File: src/rtl/lut_lookup_arbiter_pkg.sv
// lut_lookup_arbiter_pkg: shared FSM encoding and index-width helper for the lookup arbiter
// Contents: state_t (IDLE/LOOKUP/RESP), clog2() returning at least 1 bit
package lut_lookup_arbiter_pkg;

    typedef enum logic [1:0] {
        IDLE   = 2'd0,
        LOOKUP = 2'd1,
        RESP   = 2'd2
    } state_t;

    // Index width that never collapses to zero bits for tiny counts
    function automatic int clog2(input int n);
        int r;
        r = 1;
        while ((1 << r) < n) r = r + 1;
        return r;
    endfunction

endpackage

File: src/rtl/lut_lookup_arbiter_rr_arbiter.sv
// rr_arbiter: round-robin one-hot arbiter that owns its priority pointer
// Ports: clk, rst (sync, active-high), req[N] requests, advance (allow pointer update),
//        grant[N] one-hot grant, grant_idx index of the granted requester
module rr_arbiter
    import lut_lookup_arbiter_pkg::*;
#(
    parameter int N = 4
) (
    input  logic                  clk,
    input  logic                  rst,
    input  logic [N-1:0]          req,
    input  logic                  advance,
    output logic [N-1:0]          grant,
    output logic [clog2(N)-1:0]   grant_idx
);
    localparam int W = clog2(N);

    logic [W-1:0] ptr;
    logic         found;

    // Search starts one past the last winner and wraps
    always_comb begin
        found     = 1'b0;
        grant_idx = ptr;
        for (int i = 1; i <= N; i++) begin
            if (!found && req[(int'(ptr) + i) % N]) begin
                found     = 1'b1;
                grant_idx = W'((int'(ptr) + i) % N);
            end
        end
        grant = found ? (N'(1) << grant_idx) : '0;
    end

    // Reset pointer to N-1 so requester 0 wins first
    always_ff @(posedge clk) begin
        if (rst)
            ptr <= W'(N - 1);
        else if (advance && found)
            ptr <= grant_idx;
    end

endmodule

File: src/rtl/lut_lookup_arbiter.sv
// lut_lookup_arbiter: round-robin shared key/data lookup table with registered, back-pressured response
// Ports: clk, rst (sync, active-high); req_valid/req_key/req_ready per requester;
//        resp_valid/resp_ready/resp_id/resp_data/resp_hit response;
//        cfg_we/cfg_idx/cfg_key/cfg_data/cfg_valid table write port;
//        stat_hits/stat_misses only when LUT_LOOKUP_STATS_EN is defined
module lut_lookup_arbiter
    import lut_lookup_arbiter_pkg::*;
#(
    parameter int                  NREQ         = 4,
    parameter int                  KEY_NUM      = 4,
    parameter int                  KEY_LEN      = 4,
    parameter int                  DATA_LEN     = 8,
    parameter int                  HAS_DEFAULT  = 0,
    parameter logic [DATA_LEN-1:0] DEFAULT_DATA = '0
) (
    input  logic                        clk,
    input  logic                        rst,
    input  logic [NREQ-1:0]             req_valid,
    input  logic [NREQ*KEY_LEN-1:0]     req_key,
    output logic [NREQ-1:0]             req_ready,
    output logic                        resp_valid,
    input  logic                        resp_ready,
    output logic [clog2(NREQ)-1:0]      resp_id,
    output logic [DATA_LEN-1:0]         resp_data,
    output logic                        resp_hit,
    input  logic                        cfg_we,
    input  logic [clog2(KEY_NUM)-1:0]   cfg_idx,
    input  logic [KEY_LEN-1:0]          cfg_key,
    input  logic [DATA_LEN-1:0]         cfg_data,
    input  logic                        cfg_valid
`ifdef LUT_LOOKUP_STATS_EN
    ,
    output logic [31:0]                 stat_hits,
    output logic [31:0]                 stat_misses
`endif
);
    localparam int IW = clog2(NREQ);

    state_t               state, next;
    logic [KEY_LEN-1:0]   tkey  [KEY_NUM];
    logic [DATA_LEN-1:0]  tdata [KEY_NUM];
    logic [KEY_NUM-1:0]   tval;
    logic [KEY_LEN-1:0]   key_q;
    logic [IW-1:0]        id_q, grant_idx;
    logic [NREQ-1:0]      grant, arb_req;
    logic                 look_hit;
    logic [DATA_LEN-1:0]  look_or;

    // Config writes take precedence over granting in the same cycle
    assign arb_req    = (state == IDLE && !cfg_we && !rst) ? req_valid : '0;
    assign req_ready  = grant;
    assign resp_valid = (state == RESP);

    rr_arbiter #(.N(NREQ)) u_rr (
        .clk       (clk),
        .rst       (rst),
        .req       (arb_req),
        .advance   (state == IDLE),
        .grant     (grant),
        .grant_idx (grant_idx)
    );

    always_comb begin
        next = state;
        next = (state == IDLE)   ? (|grant ? LOOKUP : IDLE) :
               (state == LOOKUP) ? RESP :
                                   (resp_ready ? IDLE : RESP);
    end

    // Duplicate keys OR their data together
    always_comb begin
        look_hit = 1'b0;
        look_or  = '0;
        for (int i = 0; i < KEY_NUM; i++) begin
            if (tval[i] && tkey[i] == key_q) begin
                look_hit = 1'b1;
                look_or  = look_or | tdata[i];
            end
        end
    end

    always_ff @(posedge clk) begin
        if (rst) begin
            tval <= '0;
            for (int i = 0; i < KEY_NUM; i++) begin
                tkey[i]  <= '0;
                tdata[i] <= '0;
            end
        end else if (cfg_we && int'(cfg_idx) < KEY_NUM) begin
            tkey[cfg_idx]  <= cfg_key;
            tdata[cfg_idx] <= cfg_data;
            tval[cfg_idx]  <= cfg_valid;
        end
    end

    always_ff @(posedge clk) begin
        if (rst) begin
            state     <= IDLE;
            key_q     <= '0;
            id_q      <= '0;
            resp_id   <= '0;
            resp_data <= '0;
            resp_hit  <= 1'b0;
        end else begin
            state <= next;
            if (|grant) begin
                key_q <= req_key[grant_idx*KEY_LEN +: KEY_LEN];
                id_q  <= grant_idx;
            end
            if (state == LOOKUP) begin
                resp_id   <= id_q;
                resp_data <= look_hit ? look_or : (HAS_DEFAULT != 0 ? DEFAULT_DATA : '0);
                resp_hit  <= look_hit;
            end
        end
    end

`ifdef LUT_LOOKUP_STATS_EN
    always_ff @(posedge clk) begin
        if (rst) begin
            stat_hits   <= '0;
            stat_misses <= '0;
        end else if (state == LOOKUP) begin
            if (look_hit)
                stat_hits <= stat_hits + 32'd1;
            else
                stat_misses <= stat_misses + 32'd1;
        end
    end
`endif

endmodule

File: config.mk
export PLATFORM = sky130hd
export DESIGN_NAME = lut_lookup_arbiter
export DESIGN_NICKNAME = d
export VERILOG_FILES = /design/src/rtl/lut_lookup_arbiter_pkg.sv /design/src/rtl/lut_lookup_arbiter_rr_arbiter.sv /design/src/rtl/lut_lookup_arbiter.sv
export SDC_FILE = /design/constraint.sdc
export NUM_CORES = 1
export LEC_CHECK = 0
export CAP_MARGIN = 25
export CORE_ASPECT_RATIO = 0.9
export CORE_MARGIN = 5
export CORE_UTILIZATION = 53
export DETAILED_ROUTE_END_ITERATION = 10
export PLACE_DENSITY = 0.79
export RECOVER_POWER = 100
export SLEW_MARGIN = 10
export SYNTH_ARGS = -nofsm -noshare
export SYNTH_HDL_FRONTEND = slang
export SYNTH_SLANG_ARGS = --single-unit
File: constraint.sdc
create_clock -name clk -period 2.75 [get_ports clk]
set_clock_uncertainty 0.2 [all_clocks]
set_input_delay 0.275 -clock clk [delete_from_list [all_inputs] [get_ports clk]]
set_output_delay 0.275 -clock clk [all_outputs]
set_load 0.05 [all_outputs]
==> summary.md <==
| Metric | Value |
|---|---|
| Outcome | finished, final reports clean |
| Layout cells sized above 1 | 11.4% |
| Dominant synthesized flop cell | edfxtp_1 |
| Final wirelength | 7590 µm |
| Largest family of logic cells by synthesized area | simple AND/OR/NAND/NOR gates |
| Layout fillers | 455 |
| Initial DRC count | 267 |
| Ports | 55 |
| Antenna violations before repair | 0 |
| Post-route minimum period | 2.71 ns |
| Final Setup Violations | 0 |
| # diodes | 0 |
| Multiplexer share of the synthesized area | 3.76% |
| Final hold violation count | 0 |
| Final Instance Area | 0.00433 mm² |
| Adder and majority gate portion of the synthesized area | 0% |
| Unrepaired setup endpoints after global routing | no |
| Syn Area/Cell | 10.1 µm² |
| Clk root buf | clkbuf_8 |
| Share of the synthesized area in the top cell type | 42.5% |
| Die ar. | 0.00810 mm² |
| Final Power | 0.00245 W |
| Number of library cell types mapped by synthesis | 41 |
| Sink Count | 73 |
| DRT antenna net count | 0 |
| Maxcap violations | 0 |
| Number of flops mapped to enable cells by yosys | 48 |
| Ys async rst share | 0% |
| Worst Path Class, Setup | in2out |
| Overflow after GRT | 0 |
| Drt drc | 0 |
| Simple-Gate Fraction of Synth Area | 20.0% |
| Setup_tns | 0 ns |
| FMAX | 368 MHz |
| Syn nets | 374 |
| Total Nets Final | 445 |
| Pwr per Cell Area | 566 mW/mm² |
| Worst skew pair latency | 0.34 ns |
| Total CTS buffers | 9 |
| Fin Hold WS | 0.254 ns |
| Critical-path top delay cell | or4_4 |
| I/O Buffers | 54 |
| All-Layer GR Usage | 20.1% |
| Via count | 2648 |
| Least-Margin Pin Slew | 0.970 ns |
| Maximum VDD drop | 0.000338 V |
| Die Width | 94.3 µm |
| Gate Count Post-Synth | 335 |
| Final period util | 98.7% |
| H-tree depth | 3 |
| Cells along the critical path | clkdlybuf4s50_1, or4_4, o21ai_0, o221ai_2, buf_4, nor3_2, buf_6 |
| Crit path largest cell delay | 0.53 ns |
| Final Slew Violations | 0 |
| Synth Area in Compound Gates | 9.07% |
| Synth warn | 0 |
| Mapped cell area | 0.00339 mm² |
| Synth Register Bits | 73 |
| Num rows | 27 |
| Non-filler instance count after layout | 498 |
| Static leakage | 1.65 nW |
| Max_slew headroom | 35.2% |
| RePlAce Congestion | 0.826 |
| Vias per inst | 5.32 |
| CP Capture Type | output pin |
| WP data required | 2.28 ns |
| Post-synth top area cell | edfxtp_1 |
| Worst hold path class | reg2reg |
| Post-DP HPWL | 5210 µm |
| Synth top area cells | edfxtp_1 42%, dfxtp_1 15%, nor2_1 6.0% |
| Worst-path fanout max | 6 |
| CP arrival | 2.24 ns |
| CTS Hold Bufs | 0 |
| Initial Util | 54.9% |
| Area Growth Syn to Fin | 27.7% |
| Drt first pass iters | 5 |
| Area of the core | 0.00618 mm² |
| Via count of the first global-routing pass | 2608 |
| Clock Tree Buf Depth | 2 |
| Clock transition at path regs | 0.07 ns |
| TritonCTS clock tree | built |
| DR WL/cell | 15.2 µm |
| Inst Count DP | 480 |
| Worst setup SP type | primary input |
| Pin count of the biggest net entering global routing | 24 |
| Post-synthesis sequential area ratio | 57.2% |
| Die height | 85.9 µm |
| Placed Instance Area | 0.00413 mm² |
| Xor/xnor cell area share of the yosys netlist | 4.13% |
| First-pass GRT wire length | 12400 µm |
## registers in the layout (all words and copies together) (netlist names)
register / flops
state: 2
tdata: 32
resp_hit: 1
u_rr.ptr: 2
tval: 4
key_q: 4
id_q: 2
resp_id: 2
tkey: 16
resp_data: 8
## cell usage after synthesis, types with 5 or more instances
cell type / instances
a2111oi_0: 8
inv_1: 37
o21ai_0: 11
dfxtp_1: 25
clkbuf_1: 6
xnor2_1: 13
nor3b_1: 5
nand3_1: 5
edfxtp_1: 48
nor3_1: 27
nand2b_1: 9
nand2_1: 33
nor2_1: 54
## where the power goes
part	leakage (nW)	total, W	internal [W]	switching (W)
clock	0.102	0.000827	0.000437	0.000390
sequential	0.676	0.00128	0.00124	0.0000387
combinational	0.876	0.000343	0.000157	0.000186
total	1.65	0.00245	0.00184	0.000615
## cell families after synthesis
logic type / count (synthesis)
AOI/OAI and AO/OA: 39
buffers and inverters: 49
xor gates and xnor gates: 16
DFF: 73
muxes: 11
and+or+nand+nor: 147
## cells in the final DEF, fill, tap and decap left out, drive strengths merged, types with 2 or more instances in the layout
| cell type | n |
|---|---|
| mux2 | 8 |
| a211oi | 3 |
| or2 | 2 |
| dfxtp | 25 |
| o21ai | 11 |
| nand2b | 9 |
| o41ai | 2 |
| and2b | 2 |
| clkinv | 5 |
| mux2i | 3 |
| nand2 | 33 |
| a2111oi | 8 |
| xor2 | 3 |
| edfxtp | 48 |
| nor3 | 27 |
| nor3b | 5 |
| inv | 37 |
| a221o | 4 |
| nor4 | 2 |
| nor2b | 3 |
| xnor2 | 13 |
| nor2 | 54 |
| buf | 15 |
| nand3 | 5 |
| nand3b | 2 |
| clkbuf | 16 |
| a21oi | 4 |
| clkdlybuf4s50 | 50 |
## through the flow
step | utilization [%] | setup slack (ns)
after floorplan | - | 0.180
after global placement | 66.7 | -0.0476
after detailed placement | 66.7 | -0.112
after CTS | 70.0 | 0.0271
after global routing | 70.1 | 0.000487
final | 70.1 | 0.0356
## layout make-up
class	count	area (µm²)	area share [%]
Clock buffer	10	138	3.18
Clock inverter	6	57.6	1.33
Inverter	38	143	3.29
Multi-Input combinational cell	213	1280	29.5
Sequential cell	73	1940	44.8
Tap cell	87	109	2.51
Timing Repair Buffer	71	664	15.3
## worst max-delay path, delay by kind of cell
| family | cells | cell delay, ns |
|---|---|---|
| buffers and inverters | 3 | 0.79 |
| AO/OA/AOI/OAI | 2 | 0.45 |
| AND/OR/NAND/NOR | 2 | 0.71 |
## per-layer routing
metal	track usage (%)	up-vias	part of all wire [%]
met2	31.1	116	47
met3	5.70	19	8.1
met1	26.4	1222	43
li1	-	1291	-
met4	8.40	0	1.9
met5	0	-	0
## path summary, 6_finish.rpt
| check | to | cells past startpoint | start | slack (ns) |
|---|---|---|---|---|
| setup / recovery | req_ready[1] | 7 | cfg_we | 0.04 |
| hold / removal | resp_hit | 2 | resp_hit | 0.25 |
| setup reg to reg | key_q[1] | 6 | state[0] | 0.27 |
| hold reg to reg | resp_hit | 2 | resp_hit | 0.25 |
## timing repair
item / 4_1_cts / 5_1_grt
buffers inserted: 0 / 2
cloned: 0 / 0
setup endpoints to repair: 2 / 3
hold endpoints to repair: 0 / 0
pin swaps: 0 / 1
resized for setup: 1 / 3
Note: power is estimated with default switching activity, not from simulation.
